File: src/rtl/instr_fetch_queue.sv
// ---------------------------------------------------------------------------
// instr_fetch_queue
//   Small first-word-fall-through queue that decouples instruction fetch from
//   decode. Each entry holds {pc, instr}. A branch/jump redirect (flush)
//   empties the queue in one cycle. A push attempted while full is dropped
//   and latches a sticky overflow flag.
//
// Ports
//   clk           : single clock, all state updates on its rising edge
//   rst           : asynchronous, active-high reset
//   fq_wr_en      : fetch pushes {fq_pc_in, fq_instr_in} this cycle
//   fq_pc_in      : PC of the fetched instruction
//   fq_instr_in   : instruction word fetched at fq_pc_in
//   fq_rd_en      : decode consumes the head entry this cycle
//   flush         : redirect, discard all queued entries
//   fq_full       : queue holds DEPTH entries, fetch must stall
//   fq_valid      : head entry present
//   fq_pc_out     : PC of the head entry (0 when empty)
//   fq_instr_out  : instruction of the head entry (NOP 0 when empty)
//   fq_count      : occupied entries, 0..DEPTH
//   fq_ovf        : sticky, set when a push was attempted while full
// ---------------------------------------------------------------------------
module instr_fetch_queue #(
  parameter int DEPTH = 4,
  parameter int AW    = 2
) (
  input  logic          clk,
  input  logic          rst,
  input  logic          fq_wr_en,
  input  logic [31:0]   fq_pc_in,
  input  logic [31:0]   fq_instr_in,
  input  logic          fq_rd_en,
  input  logic          flush,
  output logic          fq_full,
  output logic          fq_valid,
  output logic [31:0]   fq_pc_out,
  output logic [31:0]   fq_instr_out,
  output logic [AW:0]   fq_count,
  output logic          fq_ovf
);

  // Storage: {pc, instr} per entry; contents are never reset.
  logic [63:0]   mem_r [DEPTH];
  logic [AW-1:0] wr_ptr_r;
  logic [AW-1:0] rd_ptr_r;
  logic [AW:0]   count_r;
  logic          ovf_r;

  logic          full_s;
  logic          valid_s;
  logic          push_s;
  logic          pop_s;
  logic          ovf_set_s;
  logic [63:0]   head_s;

  // Status is decoded from registered occupancy only, so it never depends
  // on the same-cycle request inputs.
  assign full_s  = (count_r == (AW+1)'(DEPTH));
  assign valid_s = (count_r != {(AW+1){1'b0}});

  // Request qualification: flush overrides both directions.
  always_comb begin
    push_s    = 1'b0;
    pop_s     = 1'b0;
    ovf_set_s = 1'b0;
    if (flush) begin
      push_s    = 1'b0;
      pop_s     = 1'b0;
      ovf_set_s = 1'b0;
    end else begin
      push_s    = fq_wr_en & ~full_s;
      pop_s     = fq_rd_en & valid_s;
      ovf_set_s = fq_wr_en & full_s;
    end
  end

  // Entry write on an accepted push.
  always_ff @(posedge clk) begin
    if (push_s) begin
      mem_r[wr_ptr_r] <= {fq_pc_in, fq_instr_in};
    end
  end

  // Pointers, occupancy and sticky overflow; pointers wrap naturally since
  // DEPTH is a power of two.
  always_ff @(posedge clk or posedge rst) begin
    if (rst) begin
      wr_ptr_r <= {AW{1'b0}};
      rd_ptr_r <= {AW{1'b0}};
      count_r  <= {(AW+1){1'b0}};
      ovf_r    <= 1'b0;
    end else begin
      if (ovf_set_s) begin
        ovf_r <= 1'b1;
      end
      if (flush) begin
        wr_ptr_r <= {AW{1'b0}};
        rd_ptr_r <= {AW{1'b0}};
        count_r  <= {(AW+1){1'b0}};
      end else begin
        if (push_s) begin
          wr_ptr_r <= wr_ptr_r + AW'(1);
        end
        if (pop_s) begin
          rd_ptr_r <= rd_ptr_r + AW'(1);
        end
        case ({push_s, pop_s})
          2'b10:   count_r <= count_r + (AW+1)'(1);
          2'b01:   count_r <= count_r - (AW+1)'(1);
          default: count_r <= count_r;
        endcase
      end
    end
  end

  // Fall-through head read; empty queue presents PC 0 and a NOP.
  always_comb begin
    head_s = mem_r[rd_ptr_r];
    if (valid_s) begin
      fq_pc_out    = head_s[63:32];
      fq_instr_out = head_s[31:0];
    end else begin
      fq_pc_out    = 32'h0000_0000;
      fq_instr_out = 32'h0000_0000;
    end
  end

  assign fq_full  = full_s;
  assign fq_valid = valid_s;
  assign fq_count = count_r;
  assign fq_ovf   = ovf_r;

endmodule

File: config.mk
export PLATFORM = sky130hd
export DESIGN_NAME = instr_fetch_queue
export DESIGN_NICKNAME = d
export VERILOG_FILES = /design/src/rtl/instr_fetch_queue.sv
export SDC_FILE = /design/constraint.sdc
export NUM_CORES = 1
export LEC_CHECK = 0
export ABC_AREA = 1
export CAP_MARGIN = 40
export CORE_MARGIN = 4
export CORE_UTILIZATION = 50
export DETAILED_ROUTE_END_ITERATION = 7
export PLACE_DENSITY_LB_ADDON = 0.25
export SKIP_LAST_GASP = 1
export SLEW_MARGIN = 20
export SYNTH_ARGS = -nofsm -noshare
export SYNTH_HDL_FRONTEND = slang
export SYNTH_SLANG_ARGS = --single-unit
export TNS_END_PERCENT = 1
File: constraint.sdc
create_clock -name clk -period 3.93 [get_ports clk]
set_clock_uncertainty 0.15 [all_clocks]
set_input_delay 1.179 -clock clk [delete_from_list [all_inputs] [get_ports clk]]
set_output_delay 1.179 -clock clk [all_outputs]
set_load 0.05 [all_outputs]
# --- Word level (Yosys, flattened, before mapping) ---
# Memory sizes are Yosys's and may differ from the RTL's.
# Cells that the tools add are included.
op_classes:
  add_sub_neg: 4
  reduce_logical: 4
  n_mux: 13
  n_eq_ne: 3
  bitwise_logic: 4
ops:
  columns: ["op", "count"]
  rows:
  - ["$mux 32", 2]
  - ["$mux 2", 4]
  - ["$pmux 3 s2", 1]
  - ["$reduce_bool 3->1", 2]
  - ["$mux 1", 5]
  - ["$add 2x1->2 const B", 2]
  - ["$reduce_bool 2->1", 2]
  - ["$add 3x1->3 const B", 1]
  - ["$and 1x1->1", 3]
  - ["$eq 3x3->1 const B", 1]
  - ["$mux 3", 1]
  - ["$sub 3x1->3 const B", 1]
  - ["$eq 2x1->1 const B", 1]
  - ["$eq 2x2->1 const B", 1]
  - ["$not 1->1", 1]
word_totals:
  word_cells: 33
  reg_bits: 8
  input_bits: 69
  out_inout_bits: 70
  n_memories: 1
  ramBits: 256
memory_table:
  columns: ["name", "depth", "width", "read_ports", "rd_clocked_by_memory_dff", "wr", "line", "rtl"]
  rows:
  - ["mem_r", 4, 64, 1, 0, 1, "43", "logic [63:0] mem_r [DEPTH];"]

# --- Depth between registers and ports, before layout ---
logic_depth:
  depth_word: 7
  depth_mapped: 12
  mapped_depth_nobuf: 12

# --- Worst setup path before layout ---
# No wires, ideal clock.
synth_timing:
  kind: "input to register"
  startpoint: "input flush"
  endpoint: "memory mem_r[0][0] (enable)"
  arrival_ns: 4.198
  path_buffers: 0
  setup_slack_ns: -0.904
  required_ns: 3.294
  setup_time_ns: 0.486
  path_stages: 5
  path_cell_list: "inv_2 > nand2_2 > inv_2 > nand2_4 > nor2_1"
synth_via:
  elab_chain_len: 3
synth_lines:
  columns: ["element", "line", "rtl"]
  rows:
  - ["start, declared", "33", "input logic flush,"]
  - ["$mux 1", "66", "if (flush) begin"]
  - ["$mux 1", "79", "if (push_s) begin"]
  - ["$mux 1 (not written as such)", "80", "mem_r[wr_ptr_r] <= {fq_pc_in, fq_instr_in};"]
  - ["end, declared", "43", null]
# No other way between the ends.

# --- Final worst setup path ---
layout_timing:
  startpoint: "register rd_ptr_r[0]"
  endpoint: "output fq_instr_out[20]"
layout_via:
  elab_chain_len: 2
layout_lines:
  columns: ["element", "line", "rtl"]
  rows:
  - ["start, declared", "45", "logic [AW-1:0] rd_ptr_r;"]
  - ["start signal, assigned", "89", "rd_ptr_r <= {AW{1'b0}};"]
  - ["start signal, assigned", "98", "rd_ptr_r <= {AW{1'b0}};"]
  - ["start signal, assigned", "105", "rd_ptr_r <= rd_ptr_r + AW'(1);"]
  - ["$mem_v2 4x64", null, null]
  - ["$mux 32", "119", "if (valid_s) begin"]
  - ["end, declared", "37", "output logic [31:0] fq_instr_out,"]
# No other way between the ends.

==> flow_summary.toml <==
[route]
wl_um = 21800
drc = 0
first_pass_iters = 5
via_per_inst = 5.30
final_antenna_net_count = 0
avgRoutedWirePerCell_um = 17.5
drtIter0Drc = 345
via_count = 6604

[cts]
clk_pin_slew_ps = 60
cts_hold_buf = 0
cts_root_buf = "clkbuf_16"
clockBufferDepth = 3
cts_sinks = 264
cts.htree.levels = 1
clock_latency_ps = 500
cts_buffers = 26
cts_tree = "built"
post-cts-setup-buffers = 0

[setup_path]
startpoint = "rd_ptr_r[0]$_DFFE_PP0P_"
crit_path_end_kind = "primary output"
cp.required_ps = 2600
crit_path_end = "fq_instr_out[20]"
timing.rr.end = "fq_count[2]$_DFFE_PP0P_"
r2r_cells = 11
worstPathMaxFanout = 53
cp.arrival_ps = 2470
worstReg2RegStart = "fq_count[0]$_DFFE_PP0P_"
r2r_slack_ps = 1730
crit_type = "flip-flop to primary output"
critPathLaunchType = "flip-flop"

[final_layout]
finalNonFillerCells = 1246
fillerInstances = 1406
drive_gt1_frac = 0.141
syn2layout_area_growth_pct = 30.4
n_antenna_cell = 0
final_util = 0.671
fin_nets = 1033
stdcell_area_um2 = 13700

[die]
die-area_um2 = 23400
io_pins = 139
die_h_um = 153
coreArea_um2 = 20400
initial_utilization = 0.514
rows = 52
die_w_um = 153

[power]
combinationalPowerShare = 0.284
switching_share = 0.293
powerDensity_nw_per_um2 = 586
seqPwrFrac = 0.402
p_switching_mw = 2.36
p_clk_frac = 0.313
p_int_mw = 5.68
ir_worst_vdd_v = 0.000337
p_leak_nw = 4.77

[min_path]
hold_class = "flip-flop to flip-flop"

[placed_design]
port-buffer-count = 138
dp_hpwl_um = 12300
gp_congestion = 0.766
dp.cells = 1201
place_area_um2 = 12800

[grt]
gr-total-overflow = 0
grt_max_degree = 72
grt_antenna_before_repair = 0
grt_pass1_vias = 6780
grt.total_usage = 0.185
grt_pass1_wl_um = 34900

[sta]
post-route-min-period_ps = 3790
rsz0062_at_grt = "true"
fin_crit_sh = 0.966
fmax_mhz = 264
setup-violations-final = 0
tightest_slew_ps = 838
slew_headroom = 0.441
finalSetupTns_ps = 0
hold_viol = 0
maxSlewViolCount = 0

[synthesis]
syn_area_per_cell_um2 = 12.7
syn_inst = 826
syn_nets = 900
syn_area_um2 = 10500
synth_cell_types = 28
yosysWarnings = 0
ys_seq_area_frac = 0.751
synth-seq-cells = 264

[run]
cap_violations = 0

[outcome]
status = "finished clean"
==> final cells by class <==
type	count	area [um^2]	share of cell area
inverters	18	70.1	0.00511
well taps	270	338	0.0246
clock inverters	13	188	0.0137
repair buffers	154	2260	0.165
clock buffers	32	694	0.0507
flip-flops and latches	264	7890	0.576
multi-input cells	495	2270	0.165
==> cells in the final DEF (no fill, tap or decap), types with 12 or more instances in the layout <==
master,instances
buf_12,73
o21ai_0,59
nor2_1,258
o21ai_1,72
clkbuf_16,27
clkdlybuf4s50_1,74
nand2_1,17
a21oi_1,65
edfxtp_1,256
inv_1,12
==> registers in the layout, indices dropped and copies added (netlist names) <==
register  cells
mem_r       256
rd_ptr_r      2
fq_count      3
fq_ovf        1
wr_ptr_r      2
==> cell families after synthesis <==
logic type	Yosys count	share of synthesized area
DFF	264	0.751
adders and majority gates	5	0.00667
xor gates and xnor gates	1	0.000834
AOI/OAI and AO/OA	201	0.0980
buffers and inverters	67	0.0366
and+or+nand+nor	288	0.107
==> per-layer routing <==
layer,track usage,vias up,part of all wire,wire length (um)
met5,0,-,0,0
met4,0.0624,0,0.030,647
met3,0.0311,44,0.049,1070
met2,0.325,182,0.51,11100
met1,0.235,3197,0.41,8970
li1,-,3181,-,-
==> cell usage after synthesis <==
cell type / number / area share
a21oi_1: 65 / 0.031
a21oi_2: 1 / 0.00083
a21oi_4: 1 / 0.0015
buf_1: 4 / 0.0014
buf_2: 16 / 0.0076
buf_4: 2 / 0.0014
buf_6: 12 / 0.013
clkbuf_1: 3 / 0.0011
clkbuf_2: 12 / 0.0057
dfrtp_1: 8 / 0.019
edfxtp_1: 256 / 0.73
fa_1: 1 / 0.0019
ha_1: 4 / 0.0048
inv_1: 13 / 0.0046
inv_2: 5 / 0.0018
nand2_1: 17 / 0.0061
nand2_2: 4 / 0.0024
nand2_4: 1 / 0.0011
nand3_2: 1 / 0.00095
nand3_4: 1 / 0.0017
nand4_1: 1 / 0.00060
nor2_1: 262 / 0.094
nor2_4: 1 / 0.0011
o21ai_0: 59 / 0.028
o21ai_1: 72 / 0.034
o21ai_2: 1 / 0.00083
o21bai_1: 2 / 0.0014
xnor2_1: 1 / 0.00083
==> worst max-delay path, stage by stage (launching register included) <==
cell and delay (ps):
dfrtp_4 630, inv_4 360, buf_12 270, o21ai_0 140
a21oi_1 320, buf_12 180
==> worst min path at each step <==
stage | slack, ps | to | start | depth (start not counted)
6_report | 330 | fq_ovf$_DFFE_PP0P_ | fq_ovf$_DFFE_PP0P_ | 1
5_1_grt | 350 | fq_ovf$_DFFE_PP0P_ | fq_ovf$_DFFE_PP0P_ | 1
3_5_place_dp | 320 | fq_ovf$_DFFE_PP0P_ | fq_ovf$_DFFE_PP0P_ | 1
2_1_floorplan | 430 | wr_ptr_r[1]$_DFFE_PP0P_ | wr_ptr_r[1]$_DFFE_PP0P_ | 2
4_1_cts | 330 | fq_ovf$_DFFE_PP0P_ | fq_ovf$_DFFE_PP0P_ | 1
3_3_place_gp | 330 | fq_ovf$_DFFE_PP0P_ | fq_ovf$_DFFE_PP0P_ | 1
==> metrics by stage <==
step,total power [mW],hold WS [ps],worst slack (ps)
floorplan,4.51,430,-904
global placement,5.56,326,586
detailed placement,5.59,321,521
CTS,8.10,334,106
global route,8.33,355,-9.08
finish,8.03,327,135
==> power groups by stage <==
stage | Clock, mW | Sequential (mW) | Combinational, mW
after floorplan | 0 | 3.31 | 1.20
after global placement | 0 | 3.29 | 2.28
after detailed placement | 0 | 3.29 | 2.30
after CTS | 2.57 | 3.23 | 2.31
after global routing | 2.68 | 3.24 | 2.41
final | 2.52 | 3.23 | 2.29
==> what timing repair did <==
action / in CTS / in global routing
endpoints found under the hold margin: 0 / 0
endpoints found under the setup margin: 0 / 2
resized for setup: 0 / 1
No activity file was read; power rests on OpenSTA's default activity.
